File: src/rtl/seq_detect_prog.sv
// Programmable serial pattern detector (IDLE/ARMED/HIT Moore FSM).
// Define SEQ_DETECT_CNT_EN to build the saturating match counter; otherwise match_cnt is tied to 0.
module seq_detect_prog #(
  parameter int MAX_LEN = 8,
  parameter int CNT_W   = 8,
  localparam int LEN_W  = $clog2(MAX_LEN + 1)
) (
  input  logic               clk,
  input  logic               rst,
  input  logic               j,
  input  logic               in_valid,
  input  logic               cfg_we,
  input  logic [MAX_LEN-1:0] cfg_pattern,
  input  logic [LEN_W-1:0]   cfg_len,
  input  logic               cfg_overlap,
  input  logic               arm,
  input  logic               disarm,
  output logic               w,
  output logic               armed,
  output logic               cfg_err,
  output logic [CNT_W-1:0]   match_cnt
);

  typedef enum logic [1:0] {IDLE, ARMED, HIT} state_t;

  state_t             state_q, state_d;
  // The oldest bit falls out of any comparison once the new bit arrives,
  // so only MAX_LEN-1 past bits are kept; j completes the window.
  logic [MAX_LEN-2:0] hist_q, hist_d;
  logic [MAX_LEN-1:0] pat_q, pat_d;
  logic [LEN_W-1:0]   fill_q, fill_d;
  logic [LEN_W-1:0]   len_q, len_d;
  logic               ovl_q, ovl_d;
  logic               err_q, err_d;

  logic [MAX_LEN-1:0] window;
  logic [MAX_LEN-1:0] mask;
  logic [LEN_W-1:0]   fill_inc;
  logic               cfg_ok;
  logic               match;
  logic               arm_go;

  assign window   = {hist_q, j};
  assign fill_inc = (fill_q == LEN_W'(MAX_LEN)) ? fill_q : fill_q + 1'b1;
  assign cfg_ok   = (state_q == IDLE) && (cfg_len != '0) && (cfg_len <= LEN_W'(MAX_LEN));

  always_comb begin
    mask = '0;
    for (int i = 0; i < MAX_LEN; i++) begin
      mask[i] = (LEN_W'(i) < len_q);
    end
  end

  always_comb begin
    state_d = state_q;
    hist_d  = hist_q;
    fill_d  = fill_q;
    pat_d   = pat_q;
    len_d   = len_q;
    ovl_d   = ovl_q;
    err_d   = err_q;
    match   = 1'b0;
    arm_go  = 1'b0;

    if (cfg_we) begin
      if (cfg_ok) begin
        pat_d = cfg_pattern;
        len_d = cfg_len;
        ovl_d = cfg_overlap;
        err_d = 1'b0;
      end else begin
        err_d = 1'b1;
      end
    end

    case (state_q)
      IDLE: begin
        if (!disarm && arm) begin
          state_d = ARMED;
          hist_d  = '0;
          fill_d  = '0;
          arm_go  = 1'b1;
        end
      end
      ARMED, HIT: begin
        if (disarm) begin
          state_d = IDLE;
        end else begin
          state_d = ARMED;
          if (in_valid) begin
            hist_d = window[MAX_LEN-2:0];
            fill_d = fill_inc;
            if ((fill_inc >= len_q) && (((window ^ pat_q) & mask) == '0)) begin
              match   = 1'b1;
              state_d = HIT;
              if (!ovl_q) begin
                fill_d = '0;
              end
            end
          end
        end
      end
      default: state_d = IDLE;
    endcase
  end

  always_ff @(posedge clk or posedge rst) begin
    if (rst) begin
      state_q <= IDLE;
      hist_q  <= '0;
      fill_q  <= '0;
      pat_q   <= '0;
      len_q   <= LEN_W'(MAX_LEN);
      ovl_q   <= 1'b1;
      err_q   <= 1'b0;
    end else begin
      state_q <= state_d;
      hist_q  <= hist_d;
      fill_q  <= fill_d;
      pat_q   <= pat_d;
      len_q   <= len_d;
      ovl_q   <= ovl_d;
      err_q   <= err_d;
    end
  end

  assign w       = (state_q == HIT);
  assign armed   = (state_q != IDLE);
  assign cfg_err = err_q;

`ifdef SEQ_DETECT_CNT_EN
  logic [CNT_W-1:0] cnt_q, cnt_d;

  always_comb begin
    cnt_d = cnt_q;
    if (arm_go) begin
      cnt_d = '0;
    end else if (match && (cnt_q != '1)) begin
      cnt_d = cnt_q + 1'b1;
    end
  end

  always_ff @(posedge clk or posedge rst) begin
    if (rst) begin
      cnt_q <= '0;
    end else begin
      cnt_q <= cnt_d;
    end
  end

  assign match_cnt = cnt_q;
`else
  logic cnt_unused;
  assign cnt_unused = match ^ arm_go;
  assign match_cnt  = '0;
`endif

endmodule

File: config.mk
export PLATFORM = sky130hd
export DESIGN_NAME = seq_detect_prog
export DESIGN_NICKNAME = d
export VERILOG_FILES = /design/src/rtl/seq_detect_prog.sv
export SDC_FILE = /design/constraint.sdc
export NUM_CORES = 1
export LEC_CHECK = 0
export CAP_MARGIN = 20
export CORE_UTILIZATION = 48
export CTS_BUF_LIST = sky130_fd_sc_hd__clkbuf_2 sky130_fd_sc_hd__clkbuf_4 sky130_fd_sc_hd__clkbuf_8
export CTS_CLUSTER_DIAMETER = 120
export DETAILED_ROUTE_END_ITERATION = 6
export PLACE_DENSITY_LB_ADDON = 0.12
export SLEW_MARGIN = 40
export SYNTH_ARGS = -nofsm -noshare
export SYNTH_HDL_FRONTEND = slang
export SYNTH_SLANG_ARGS = --single-unit
File: constraint.sdc
create_clock -name clk -period 2.1 [get_ports clk]
set_clock_uncertainty 0.05 [all_clocks]
set_input_delay 0.42 -clock clk [delete_from_list [all_inputs] [get_ports clk]]
set_output_delay 0.42 -clock clk [all_outputs]
set_load 0.02 [all_outputs]
==> impl_metrics.json, run 1 <==
{
  "crit_chain": "inv_1, ha_1, nand2_1, nand2_1, mux2i_1, ha_1, o21a_1, o22ai_1, a21oi_1, and3_4, a31o_2",
  "vias_per_cell": 4.99,
  "nets": 223,
  "fin_crit_ps": 2080,
  "outcome": "finished clean",
  "post-route-drc-count": 0,
  "ys_types": 37,
  "routed_wl_um": 2950,
  "ys_seq_area_share_pct": 42.5,
  "htreeDepth": 1,
  "cts_buffer_depth": 2,
  "grt_pass1_wl_um": 5090,
  "setup_viol": 0,
  "yosys_warnings": 0,
  "required_ps": 2270,
  "dr.first_iter.drc_count": 58,
  "grt_usage_pct": 19.1,
  "crit_type": "reg2reg",
  "io_buffers": 22,
  "clock-sinks": 27,
  "cts_buffers": 3,
  "grt_antenna_before_repair": 0,
  "diodes": 0,
  "drt.antenna.violating_nets": 0,
  "die-area_mm2": 0.00356,
  "max_freq_mhz": 481,
  "wire_per_inst_um": 12.4,
  "die_h_um": 59.7,
  "grt_pass1_vias": 1154,
  "holdCritPathClass": "in2async",
  "critPathSlowestCell": "dfrtp_1",
  "p_per_area_mw_per_mm2": 1190,
  "cp_data_arrival_time_ps": 2250,
  "ys_ff_latch": 27,
  "ios": 31,
  "cts_tree": "done",
  "crit_path_max_fanout": 6,
  "synthCells": 164,
  "total_power_mw": 2.25,
  "rsz0062_at_grt": "yes",
  "synth.cell_area_mm2": 0.00160,
  "cp-start-kind": "flop",
  "leakage_nw": 0.819,
  "clock_latency_ps": 320,
  "core_area_mm2": 0.00310,
  "overflow": 0,
  "cpPeakStageDelay_ps": 400,
  "drive_gt1_share_pct": 15.0,
  "syn_to_final_growth_pct": 18.7,
  "initial_utilization_pct": 51.5,
  "grt_max_degree": 28,
  "cap_violations": 0,
  "endpoint_kind": "flop",
  "num_rows": 20,
  "avgSynthCellArea_um2": 9.73,
  "hpwlAfterDp_um": 2290,
  "die_x_um": 59.7,
  "final_hold_viol_count": 0,
  "post_cts_buffers": 0,
  "cts-root-buf": "clkbuf_4",
  "period_share_pct": 98.9,
  "via_count": 1182,
  "holdWs_ps": 388,
  "finalMaxSlewViolations": 0,
  "vdd_drop_max_mv": 0.607,
  "cts.clk_slew.worst_paths_ps": 150,
  "drt_pre_antenna_iters": 4,
  "fin_tns_setup_ps": 0,
  "gp_congestion": 0.777
}
[placed cells by master (no fill, tap or decap), types with 2 or more instances in the layout]
cell              n
buf_4             8
mux2_4            3
clkdlybuf4s50_1  21
a32oi_1           4
dfrtp_1          25
a21oi_1           4
nor2_1            6
conb_1            8
dfstp_2           2
nand2b_1          2
o21ai_0          17
ha_1              9
inv_1            14
o22ai_1           4
nand2_1          24
mux2_2            7
nor3_1            3
clkbuf_4          3
xnor2_1          10
[final timing paths]
kind	from	endpoint	slack (ps)	cells past startpoint
max in group asynchronous	rst	ovl_q	1300	3
min in group clk	cfg_err	cfg_err	480	2
max	fill_q[0]	state_q[1]	20	11
max reg2reg	fill_q[0]	state_q[1]	20	11
min reg2reg	cfg_err	cfg_err	480	2
min	rst	hist_q[0]	390	3
[routing by layer]
metal	vias up	GRT usage, %	share of wire, %
li1	603	-	-
met1	560	27.0	49
met2	17	31.0	48
met3	2	1.95	2.2
met4	0	5.98	0.64
met5	-	0	0
[flip-flops by register name (all words and copies together) (netlist names)]
name and flops:
cfg_err 1, fill_q 4, hist_q 7, len_q 4
ovl_q 1, pat_q 8, state_q 2
[layout make-up]
class                      instances  area, µm²
clock buffer                       3       22.5
clock inverter                     1       5.00
fill                             293       1210
inverter                          14       52.6
multi-input combinational        118        802
sequential                        27        678
tap                               44       55.1
timing repair buffer              30        279
[critical path, delay by kind of cell, from the launching register on]
family	cells	cell delay (ps)
simple gates	3	310
mux	1	170
flops	1	400
buf+inv	1	50
compound gates	4	560
fa+ha+maj	2	460
[power by group]
| part | internal [mW] | switching, mW |
|---|---|---|
| sequential | 0.736 | 0.213 |
| clock | 0.0713 | 0.151 |
| combinational | 0.547 | 0.534 |
| total | 1.35 | 0.898 |
[cell usage after synthesis, drive strengths merged]
cell | n | area [µm²]
a211oi | 1 | 7.51
dfrtp | 25 | 626
mux2i | 1 | 10.0
nand3 | 1 | 5.00
o221ai | 1 | 8.76
dfstp | 2 | 52.6
ha | 9 | 113
clkbuf | 1 | 3.75
nor2 | 7 | 28.8
buf | 11 | 91.3
a32oi | 4 | 35.0
inv | 14 | 52.6
o21ai | 17 | 85.1
conb | 1 | 3.75
o21a | 1 | 7.51
nand3b | 1 | 7.51
and3 | 2 | 12.5
a21oi | 4 | 20.0
mux2 | 10 | 124
a31o | 1 | 8.76
o2111ai | 1 | 15.0
nor3 | 4 | 25.0
nor4b | 1 | 8.76
nand2b | 2 | 12.5
nor4 | 1 | 6.26
nand4b | 1 | 8.76
xor2 | 1 | 8.76
nand2 | 24 | 90.1
nor2b | 1 | 6.26
xnor2 | 10 | 87.6
o22ai | 4 | 25.0
[metrics by stage]
stage / worst slack [ps] / util [%] / cell area, µm² / instances
final: 23.1 / 61.0 / 1890 / 237
after global routing: -82.6 / 61.0 / 1890 / 237
after detailed placement: -45.9 / 60.0 / 1860 / 233
after floorplan: 4.80 / - / 1620 / 171
after global placement: 16.7 / 60.0 / 1860 / 233
after CTS: 0.354 / 61.0 / 1890 / 237
[kinds of logic after synthesis]
| group | after synthesis | synth area share [%] |
|---|---|---|
| AND/OR/NAND/NOR | 45 | 13.2 |
| AO/OA/AOI/OAI | 34 | 13.3 |
| flip-flops | 27 | 42.5 |
| buffers and inverters | 26 | 9.25 |
| XOR/XNOR | 11 | 6.03 |
| multiplexers | 11 | 8.39 |
| adder cells (fa/ha/maj) | 9 | 7.05 |
| other | 1 | 0.235 |
[timing repair]
item                       4_1_cts  5_1_grt
hold buffers                     0        0
pin swaps                        3        2
resized for setup                3        0
setup endpoints to repair        3        6
Note: power is estimated with default switching activity, not from simulation.
==> run 2, diff against run 1 <==
--- a/config.mk
+++ b/config.mk
@@ -8,7 +8,7 @@
 export CAP_MARGIN = 20
 export CORE_UTILIZATION = 48
 export CTS_BUF_LIST = sky130_fd_sc_hd__clkbuf_2 sky130_fd_sc_hd__clkbuf_4 sky130_fd_sc_hd__clkbuf_8
-export CTS_CLUSTER_DIAMETER = 120
+export CTS_CLUSTER_DIAMETER = 30
 export DETAILED_ROUTE_END_ITERATION = 6
 export PLACE_DENSITY_LB_ADDON = 0.12
 export SLEW_MARGIN = 40
==> results of run 2 <==
Final layout, timing and power as in run 1 (identical DEF).
